[src/rtl/cpu_pkg.sv]
// Shared CPU definitions used by the prefetch path: physical address width,
// prefetch FSM states and the IP advance rule for one bus word.
package cpu_pkg;

    localparam int PHYS_ADDR_W = 20;

    typedef enum logic [0:0] {
        PF_IDLE = 1'b0,
        PF_REQ  = 1'b1
    } prefetch_state_t;

    // An even IP consumes a whole word (two bytes); an odd IP only its upper byte.
    function automatic logic [15:0] ip_step(input logic [15:0] ip);
        return ip + (ip[0] ? 16'd1 : 16'd2);
    endfunction

endpackage

[src/rtl/prefetch_fifo.sv]
// Byte queue between the bus and the decoder: 1- or 2-byte push, 1-byte pop,
// synchronous flush. Depth need not be a power of two.
module prefetch_fifo #(
    parameter int FIFO_DEPTH = 6,
    localparam int PTR_W = (FIFO_DEPTH > 1) ? $clog2(FIFO_DEPTH) : 1,
    localparam int CNT_W = $clog2(FIFO_DEPTH + 1)
) (
    input  logic             clk,
    input  logic             reset_n,
    input  logic             flush,
    input  logic             push,
    input  logic             push_two,
    input  logic [7:0]       push_byte0,
    input  logic [7:0]       push_byte1,
    input  logic             pop,
    output logic [7:0]       rd_data,
    output logic             empty,
    output logic [CNT_W-1:0] count
);

    logic [7:0]       mem_r [FIFO_DEPTH];
    logic [PTR_W-1:0] wr_ptr_r;
    logic [PTR_W-1:0] rd_ptr_r;
    logic [CNT_W-1:0] count_r;
    logic             empty_r;

    logic             push_ok_s;
    logic             pop_ok_s;
    logic [PTR_W-1:0] wr_ptr1_s;
    logic [PTR_W-1:0] wr_ptr2_s;
    logic [PTR_W-1:0] rd_ptr1_s;
    logic [CNT_W-1:0] add_s;
    logic [CNT_W-1:0] sub_s;
    logic [CNT_W-1:0] count_next_s;

    function automatic logic [PTR_W-1:0] ptr_inc(input logic [PTR_W-1:0] p);
        if (p == PTR_W'(FIFO_DEPTH - 1)) begin
            return PTR_W'(0);
        end else begin
            return p + PTR_W'(1);
        end
    endfunction

    // Push/pop qualification, pointer advance and next occupancy.
    always_comb begin
        push_ok_s = push & ~flush;
        pop_ok_s  = pop & ~empty_r & ~flush;
        wr_ptr1_s = ptr_inc(wr_ptr_r);
        wr_ptr2_s = ptr_inc(wr_ptr1_s);
        rd_ptr1_s = ptr_inc(rd_ptr_r);
        if (push_ok_s) begin
            add_s = push_two ? CNT_W'(2) : CNT_W'(1);
        end else begin
            add_s = CNT_W'(0);
        end
        sub_s = pop_ok_s ? CNT_W'(1) : CNT_W'(0);
        if (flush) begin
            count_next_s = CNT_W'(0);
        end else begin
            count_next_s = count_r + add_s - sub_s;
        end
    end

    // Pointers, occupancy and registered empty flag.
    always_ff @(posedge clk or negedge reset_n) begin
        if (!reset_n) begin
            wr_ptr_r <= PTR_W'(0);
            rd_ptr_r <= PTR_W'(0);
            count_r  <= CNT_W'(0);
            empty_r  <= 1'b1;
        end else if (flush) begin
            wr_ptr_r <= PTR_W'(0);
            rd_ptr_r <= PTR_W'(0);
            count_r  <= CNT_W'(0);
            empty_r  <= 1'b1;
        end else begin
            if (push_ok_s) begin
                wr_ptr_r <= push_two ? wr_ptr2_s : wr_ptr1_s;
            end
            if (pop_ok_s) begin
                rd_ptr_r <= rd_ptr1_s;
            end
            count_r <= count_next_s;
            empty_r <= (count_next_s == CNT_W'(0));
        end
    end

    // Byte storage; contents need no reset since occupancy gates visibility.
    always_ff @(posedge clk) begin
        if (push_ok_s) begin
            mem_r[wr_ptr_r] <= push_byte0;
            if (push_two) begin
                mem_r[wr_ptr1_s] <= push_byte1;
            end
        end
    end

    assign rd_data = mem_r[rd_ptr_r];
    assign empty   = empty_r;
    assign count   = count_r;

endmodule

[src/rtl/csip_prefetcher.sv]
// Instruction prefetcher: fetches bytes at CS:IP over the 16-bit bus into a byte
// queue, and restarts atomically on a CS:IP load pulse from the sequencer.
module csip_prefetcher
    import cpu_pkg::*;
#(
    parameter int          FIFO_DEPTH = 6,
    parameter logic [15:0] RESET_CS   = 16'hFFFF,
    parameter logic [15:0] RESET_IP   = 16'h0000
) (
    input  logic                   clk,
    input  logic                   reset_n,
    input  logic                   load_new_ip,
    input  logic [15:0]            new_cs,
    input  logic [15:0]            new_ip,
    output logic                   mem_access,
    input  logic                   mem_ack,
    output logic [PHYS_ADDR_W-2:0] mem_address,
    input  logic [15:0]            mem_data,
    input  logic                   fifo_rd_en,
    output logic [7:0]             fifo_rd_data,
    output logic [15:0]            fifo_rd_ip,
    output logic                   fifo_empty
);

    localparam int CNT_W = $clog2(FIFO_DEPTH + 1);

    prefetch_state_t        state_r;
    prefetch_state_t        state_next_s;
    logic [15:0]            fetch_cs_r;
    logic [15:0]            fetch_ip_r;
    logic [15:0]            rd_ip_r;
    logic                   abort_r;
    logic                   mem_access_r;
    logic [PHYS_ADDR_W-2:0] mem_address_r;

    logic [CNT_W-1:0]       count_s;
    logic [CNT_W-1:0]       free_s;
    logic                   empty_s;
    logic                   can_issue_s;
    logic                   issue_s;
    logic                   push_s;
    logic                   push_two_s;
    logic [7:0]             byte0_s;
    logic [7:0]             byte1_s;
    logic                   pop_ok_s;
    logic [PHYS_ADDR_W-2:0] word_addr_s;

    // Word address = ({cs,4'b0} + ip) >> 1; cs*16 is even so ip[0] drops out.
    assign word_addr_s = {fetch_cs_r, 3'b000} + {4'b0000, fetch_ip_r[15:1]};
    assign free_s      = CNT_W'(FIFO_DEPTH) - count_s;
    assign can_issue_s = ~load_new_ip & (free_s >= CNT_W'(2));

    // FSM state register.
    always_ff @(posedge clk or negedge reset_n) begin
        if (!reset_n) begin
            state_r <= PF_IDLE;
        end else begin
            state_r <= state_next_s;
        end
    end

    // FSM next-state logic.
    always_comb begin
        state_next_s = state_r;
        case (state_r)
            PF_IDLE: begin
                if (can_issue_s) begin
                    state_next_s = PF_REQ;
                end else begin
                    state_next_s = PF_IDLE;
                end
            end
            PF_REQ: begin
                if (mem_ack) begin
                    state_next_s = PF_IDLE;
                end else begin
                    state_next_s = PF_REQ;
                end
            end
            default: state_next_s = PF_IDLE;
        endcase
    end

    // FSM outputs: issue strobe, queue push control and pop qualification.
    always_comb begin
        issue_s    = (state_r == PF_IDLE) && (state_next_s == PF_REQ);
        push_two_s = ~fetch_ip_r[0];
        byte1_s    = mem_data[15:8];
        if (fetch_ip_r[0]) begin
            byte0_s = mem_data[15:8];
        end else begin
            byte0_s = mem_data[7:0];
        end
        if ((state_r == PF_REQ) && mem_ack && !abort_r && !load_new_ip) begin
            push_s = 1'b1;
        end else begin
            push_s = 1'b0;
        end
        pop_ok_s = fifo_rd_en & ~empty_s & ~load_new_ip;
    end

    // Bus request and address registers; address frozen for the whole request.
    always_ff @(posedge clk or negedge reset_n) begin
        if (!reset_n) begin
            mem_access_r  <= 1'b0;
            mem_address_r <= {(PHYS_ADDR_W-1){1'b0}};
        end else begin
            mem_access_r <= (state_next_s == PF_REQ);
            if (issue_s) begin
                mem_address_r <= word_addr_s;
            end
        end
    end

    // Fetch pointer, decoder-side IP and abort flag; a load overrides everything.
    always_ff @(posedge clk or negedge reset_n) begin
        if (!reset_n) begin
            fetch_cs_r <= RESET_CS;
            fetch_ip_r <= RESET_IP;
            rd_ip_r    <= RESET_IP;
            abort_r    <= 1'b0;
        end else begin
            if (load_new_ip) begin
                fetch_cs_r <= new_cs;
                fetch_ip_r <= new_ip;
                rd_ip_r    <= new_ip;
            end else begin
                if (push_s) begin
                    fetch_ip_r <= ip_step(fetch_ip_r);
                end
                if (pop_ok_s) begin
                    rd_ip_r <= rd_ip_r + 16'd1;
                end
            end
            if ((state_r == PF_REQ) && mem_ack) begin
                abort_r <= 1'b0;
            end else if ((state_r == PF_REQ) && load_new_ip) begin
                abort_r <= 1'b1;
            end
        end
    end

    prefetch_fifo #(
        .FIFO_DEPTH (FIFO_DEPTH)
    ) u_fifo (
        .clk        (clk),
        .reset_n    (reset_n),
        .flush      (load_new_ip),
        .push       (push_s),
        .push_two   (push_two_s),
        .push_byte0 (byte0_s),
        .push_byte1 (byte1_s),
        .pop        (fifo_rd_en),
        .rd_data    (fifo_rd_data),
        .empty      (empty_s),
        .count      (count_s)
    );

    assign mem_access  = mem_access_r;
    assign mem_address = mem_address_r;
    assign fifo_rd_ip  = rd_ip_r;
    assign fifo_empty  = empty_s;

endmodule

[config.mk]
export PLATFORM = sky130hd
export DESIGN_NAME = csip_prefetcher
export DESIGN_NICKNAME = d
export VERILOG_FILES = /design/src/rtl/cpu_pkg.sv /design/src/rtl/prefetch_fifo.sv /design/src/rtl/csip_prefetcher.sv
export SDC_FILE = /design/constraint.sdc
export NUM_CORES = 1
export LEC_CHECK = 0
export BUFFER_PORTS_ARGS = -buffer_cell sky130_fd_sc_hd__buf_4
export CAP_MARGIN = 30
export CELL_PAD_IN_SITES_DETAIL_PLACEMENT = 1
export CELL_PAD_IN_SITES_GLOBAL_PLACEMENT = 2
export CORE_ASPECT_RATIO = 1.2
export CORE_UTILIZATION = 39
export CTS_BUF_LIST = sky130_fd_sc_hd__clkbuf_4 sky130_fd_sc_hd__clkbuf_8
export DETAILED_ROUTE_END_ITERATION = 10
export PLACE_DENSITY = 0.84
export SYNTH_ARGS = -nofsm -noshare
export SYNTH_HDL_FRONTEND = slang
export SYNTH_SLANG_ARGS = --single-unit
[constraint.sdc]
create_clock -name clk -period 2.6 [get_ports clk]
set_clock_uncertainty 0.1 [all_clocks]
set_input_delay 0.39 -clock clk [delete_from_list [all_inputs] [get_ports clk]]
set_output_delay 0.39 -clock clk [all_outputs]
set_load 0.005 [all_outputs]
==> flow_metrics.tcl <==
set metrics [dict create \
    outcome "complete, no violations" \
    worst_hold_startpoint "mem_ack" \
    cts_buffers 17 \
    r2r-end "mem_address[13]$_DFFE_PN0P_" \
    routed-via-count 5266 \
    syn_inst 616 \
    timing.rr.start "fetch_ip_r[4]$_DFFE_PN0P_" \
    critPathCaptureType "primary output" \
    total_wire_length_microns 18670 \
    drt_first_iter_violations 296 \
    ys_dominant_reg_cell "sky130_fd_sc_hd__dfrtp_1" \
    post-route-util_pct 48.64 \
    ios 98 \
    clock_tree.buffer_depth 2 \
    totalNegativeSetupSlack_ns 0 \
    setup_viol_count_final 0 \
    power.ir.vdd_worst_uv 310.5 \
    initial_core_util_pct 39.84 \
    drt_pass1_iterations 4 \
    post_synth_and_or_nand_nor_area_fraction_pct 12.26 \
    p_sw_share_pct 30.52 \
    layout_min_cycle_time_ns 2.470 \
    antenna-diode-count 0 \
    drc_errors 0 \
    min_to "abort_r$_DFFE_PN0P_" \
    cp_max_fo 12 \
    place.gp.congestion 0.8298 \
    detail_route.vias_per_cell 5.497 \
    final.fill_count 1876 \
    drive_above_1_share_pct 37.26 \
    gr-total-overflow 0 \
    fp.dieArea_sq_um 18500 \
    synth_enable_flop_cells 48 \
    unrepaired_setup_endpoints_after_global_routing "false" \
    combinationalPowerShare_pct 26.8 \
    max_slew_violations 0 \
    power.density_cell_area_nw_per_um2 738.9 \
    slew_headroom_pct 55.29 \
    seq_power_share_pct 41.0 \
    ys.warnings.count 0 \
    synthesis.area_sq_um 7002 \
    synthesis.nets 691 \
    groute.usage.overall_pct 20.93 \
    die_h_microns 148.8 \
    number_of_global_route_vias_before_repair 5721 \
    layout.nets 800 \
    clk_root_buffer_cell "sky130_fd_sc_hd__clkbuf_8" \
    total_leakage_power_nw 3.498 \
    number_of_rows_created_at_floorplan 53 \
    synth_fa_ha_area_share_pct 4.146 \
    critical_path.startpoint_type "register" \
    ctsHtreeMaxLevel 4 \
    tritoncts "yes" \
    netlist-cell-type-count 57 \
    postSynth.asyncResetShare_pct 62.20 \
    synth-compound-area-share_pct 9.668 \
    global_route_wire_length_before_repair_microns 30040 \
    path_class_of_the_lowest_slack_min_delay_path "in2reg" \
    final_min_period_over_clock_period_pct 95.00 \
    worst-endpoint-arrival_ns 1.98 \
    dp_hpwl_microns 13910 \
    reg2reg_depth 7 \
    worstMarginPinSlew_ns 0.6685 \
    synth_xor_area_share_pct 5.004 \
    postCtsSetupBuffers 0 \
    clk-insertion-delay-late_ns 0.46 \
    die_width_microns 124.3 \
    avgRoutedWirePerCell_microns 19.48 \
    p_int_mw 4.388 \
    clk_pin_slew_ns 0.07 \
    max_cap_viol_count 0 \
    finalHoldViolCount 0 \
    share_clk_of_total_power_pct 32.1 \
    core_area_sq_um 17570 \
    switching_pwr_mw 1.927 \
    antenna_left 0 \
    syn_avg_cell_area_sq_um 11.37 \
    timing_worst_setup_path_type "reg2out" \
    clkSinkCount 127 \
    antenna_found_initial 0 \
    required_ns 2.11 \
    grt_start_max_net_pins 35 \
    synth_top_family_by_area "multiplexers" \
    regToRegSetupSlack_ns 0.26 \
    multiplexer_share_of_the_synthesized_area_pct 17.16 \
    sequential_fraction_of_the_synthesis_area_pct 49.12 \
    synth.ff_latch_count 127 \
    port_buffers 97 \
    maxClockFrequency_ghz 0.4049 \
    area_growth_syn_to_layout_pct 22.07 \
    min_delay_path_depth 2 \
]
## cells by family (layout without fill, tap and decap cells)
family,Yosys count,in the layout
fa+ha+maj,22,22
xor+xnor,40,40
flops,127,127
buf+inv,47,169
mux,100,100
simple gates,177,177
compound gates,103,103
## final cells by class
cell class,instances,area (sq um),share of cell area (%)
repair buffers,121,927.1,10.85
clock inverters,13,212.7,2.489
inverters,16,60.06,0.7027
clock buffers,19,249.0,2.913
multi-input cells,442,3383,39.58
well taps,220,275.3,3.221
flip-flops and latches,127,3440,40.24
## critical path, stage by stage (launching register included)
cell and delay, ns:
sky130_fd_sc_hd__dfrtp_1 0.40, sky130_fd_sc_hd__buf_6 0.22, sky130_fd_sc_hd__mux4_2 0.53, sky130_fd_sc_hd__nor2_1 0.12
sky130_fd_sc_hd__a21oi_1 0.07, sky130_fd_sc_hd__buf_4 0.18
## cell usage after synthesis (all sizes together) (2+ instances only)
cell type | number | share of area [%]
a211oi | 5 | 0.54
nor2 | 45 | 2.4
clkbuf | 22 | 1.2
and3 | 8 | 0.71
nand3 | 15 | 1.1
and2 | 2 | 0.18
nand4 | 12 | 1.1
inv | 16 | 0.86
edfxtp | 48 | 21
a211o | 3 | 0.38
a21boi | 3 | 0.32
o21ai | 22 | 1.6
a31o | 3 | 0.38
o211ai | 3 | 0.32
a21oi | 36 | 2.6
nand2 | 54 | 2.9
dfrtp | 62 | 22
nor2b | 4 | 0.36
xnor2 | 17 | 2.1
o221ai | 2 | 0.25
a21o | 6 | 0.64
mux2 | 80 | 13
nand2b | 3 | 0.27
and4 | 2 | 0.25
xor2 | 23 | 2.9
or2 | 3 | 0.27
mux2i | 12 | 1.7
ha | 20 | 3.6
o31ai | 2 | 0.21
buf | 9 | 0.61
mux4 | 8 | 2.6
a31oi | 8 | 1.2
nor3 | 17 | 1.4
fa | 2 | 0.57
nor4 | 2 | 0.18
nor3b | 4 | 0.43
dfstp | 17 | 6.4
## cell usage in the layout, fill, tap and decap left out, types with 8 or more instances in the layout
cell type	count
sky130_fd_sc_hd__o21ai_0	22
sky130_fd_sc_hd__mux4_2	8
sky130_fd_sc_hd__nand2_1	54
sky130_fd_sc_hd__ha_1	20
sky130_fd_sc_hd__mux2i_1	12
sky130_fd_sc_hd__nand4_1	12
sky130_fd_sc_hd__dfstp_2	17
sky130_fd_sc_hd__nand3_1	15
sky130_fd_sc_hd__clkbuf_8	17
sky130_fd_sc_hd__xor2_1	23
sky130_fd_sc_hd__nor3_1	14
sky130_fd_sc_hd__nor2_1	45
sky130_fd_sc_hd__edfxtp_1	48
sky130_fd_sc_hd__inv_1	16
sky130_fd_sc_hd__a21oi_1	35
sky130_fd_sc_hd__buf_4	118
sky130_fd_sc_hd__xnor2_1	17
sky130_fd_sc_hd__dfrtp_1	62
sky130_fd_sc_hd__mux2_2	80
sky130_fd_sc_hd__and3_1	8
## power groups by stage
stage               combinational [mW]  clock (mW)  sequential (mW)
global route                      1.87        2.14             2.63
CTS                               1.71        2.07             2.59
floorplan                        0.991           0             2.56
global placement                  1.64           0             2.62
finish                            1.69        2.03             2.59
detailed placement                1.70           0             2.63
## per-stage QoR
stage / total power, mW / hold WS, ns / cells / area, sq um / setup WS [ns]
after floorplan: 3.555 / -0.005591 / 616 / 7002 / 0.1863
after global placement: 4.263 / 0.2783 / 925 / 8065 / 0.2038
after detailed placement: 4.332 / 0.2815 / 925 / 8065 / 0.1054
after CTS: 6.376 / 0.01548 / 958 / 8537 / 0.02257
after global routing: 6.635 / 0.02791 / 958 / 8547 / 0.02425
final: 6.316 / 0.03756 / 958 / 8547 / 0.1300
## routing by layer
metal / vias up / track usage [%] / share of wire (%)
li1: 2471 / - / -
met1: 2651 / 24.54 / 42
met2: 121 / 38.04 / 53
met3: 23 / 3.587 / 3.6
met4: 0 / 8.133 / 1.8
met5: - / 0 / 0
## state kept, by name, summed over array words and instances, names as in the netlist
| register | flops |
|---|---|
| mem_address | 19 |
| abort_r | 1 |
| mem_access | 1 |
| fifo_rd_ip | 16 |
| u_fifo.rd_ptr_r | 3 |
| u_fifo.wr_ptr_r | 3 |
| u_fifo.empty | 1 |
| fetch_ip_r | 16 |
| u_fifo.count | 3 |
| u_fifo.mem_r | 48 |
| fetch_cs_r | 16 |
## how the worst max path moves through the flow
stage                     slack, ns                          end                            from  cells past startpoint
after floorplan                0.19       u_fifo.empty$_DFF_PN1_                     load_new_ip                     12
after global placement         0.20  mem_address[13]$_DFFE_PN0P_       fetch_ip_r[4]$_DFFE_PN0P_                      7
after detailed placement       0.11  mem_address[13]$_DFFE_PN0P_       fetch_ip_r[4]$_DFFE_PN0P_                      7
after CTS                      0.02              fifo_rd_data[4]  u_fifo.rd_ptr_r[0]$_DFFE_PN0P_                      5
after global routing           0.02              fifo_rd_data[4]  u_fifo.rd_ptr_r[0]$_DFFE_PN0P_                      5
final                          0.13              fifo_rd_data[4]  u_fifo.rd_ptr_r[0]$_DFFE_PN0P_                      5
## what timing repair did
item / CTS / global route
hold endpoints to repair: 30 / 0
hold buffers: 1 / 0
endpoints found under the setup margin: 0 / 7
resized for setup: 0 / 2
No activity file was read; power rests on OpenSTA's default activity.
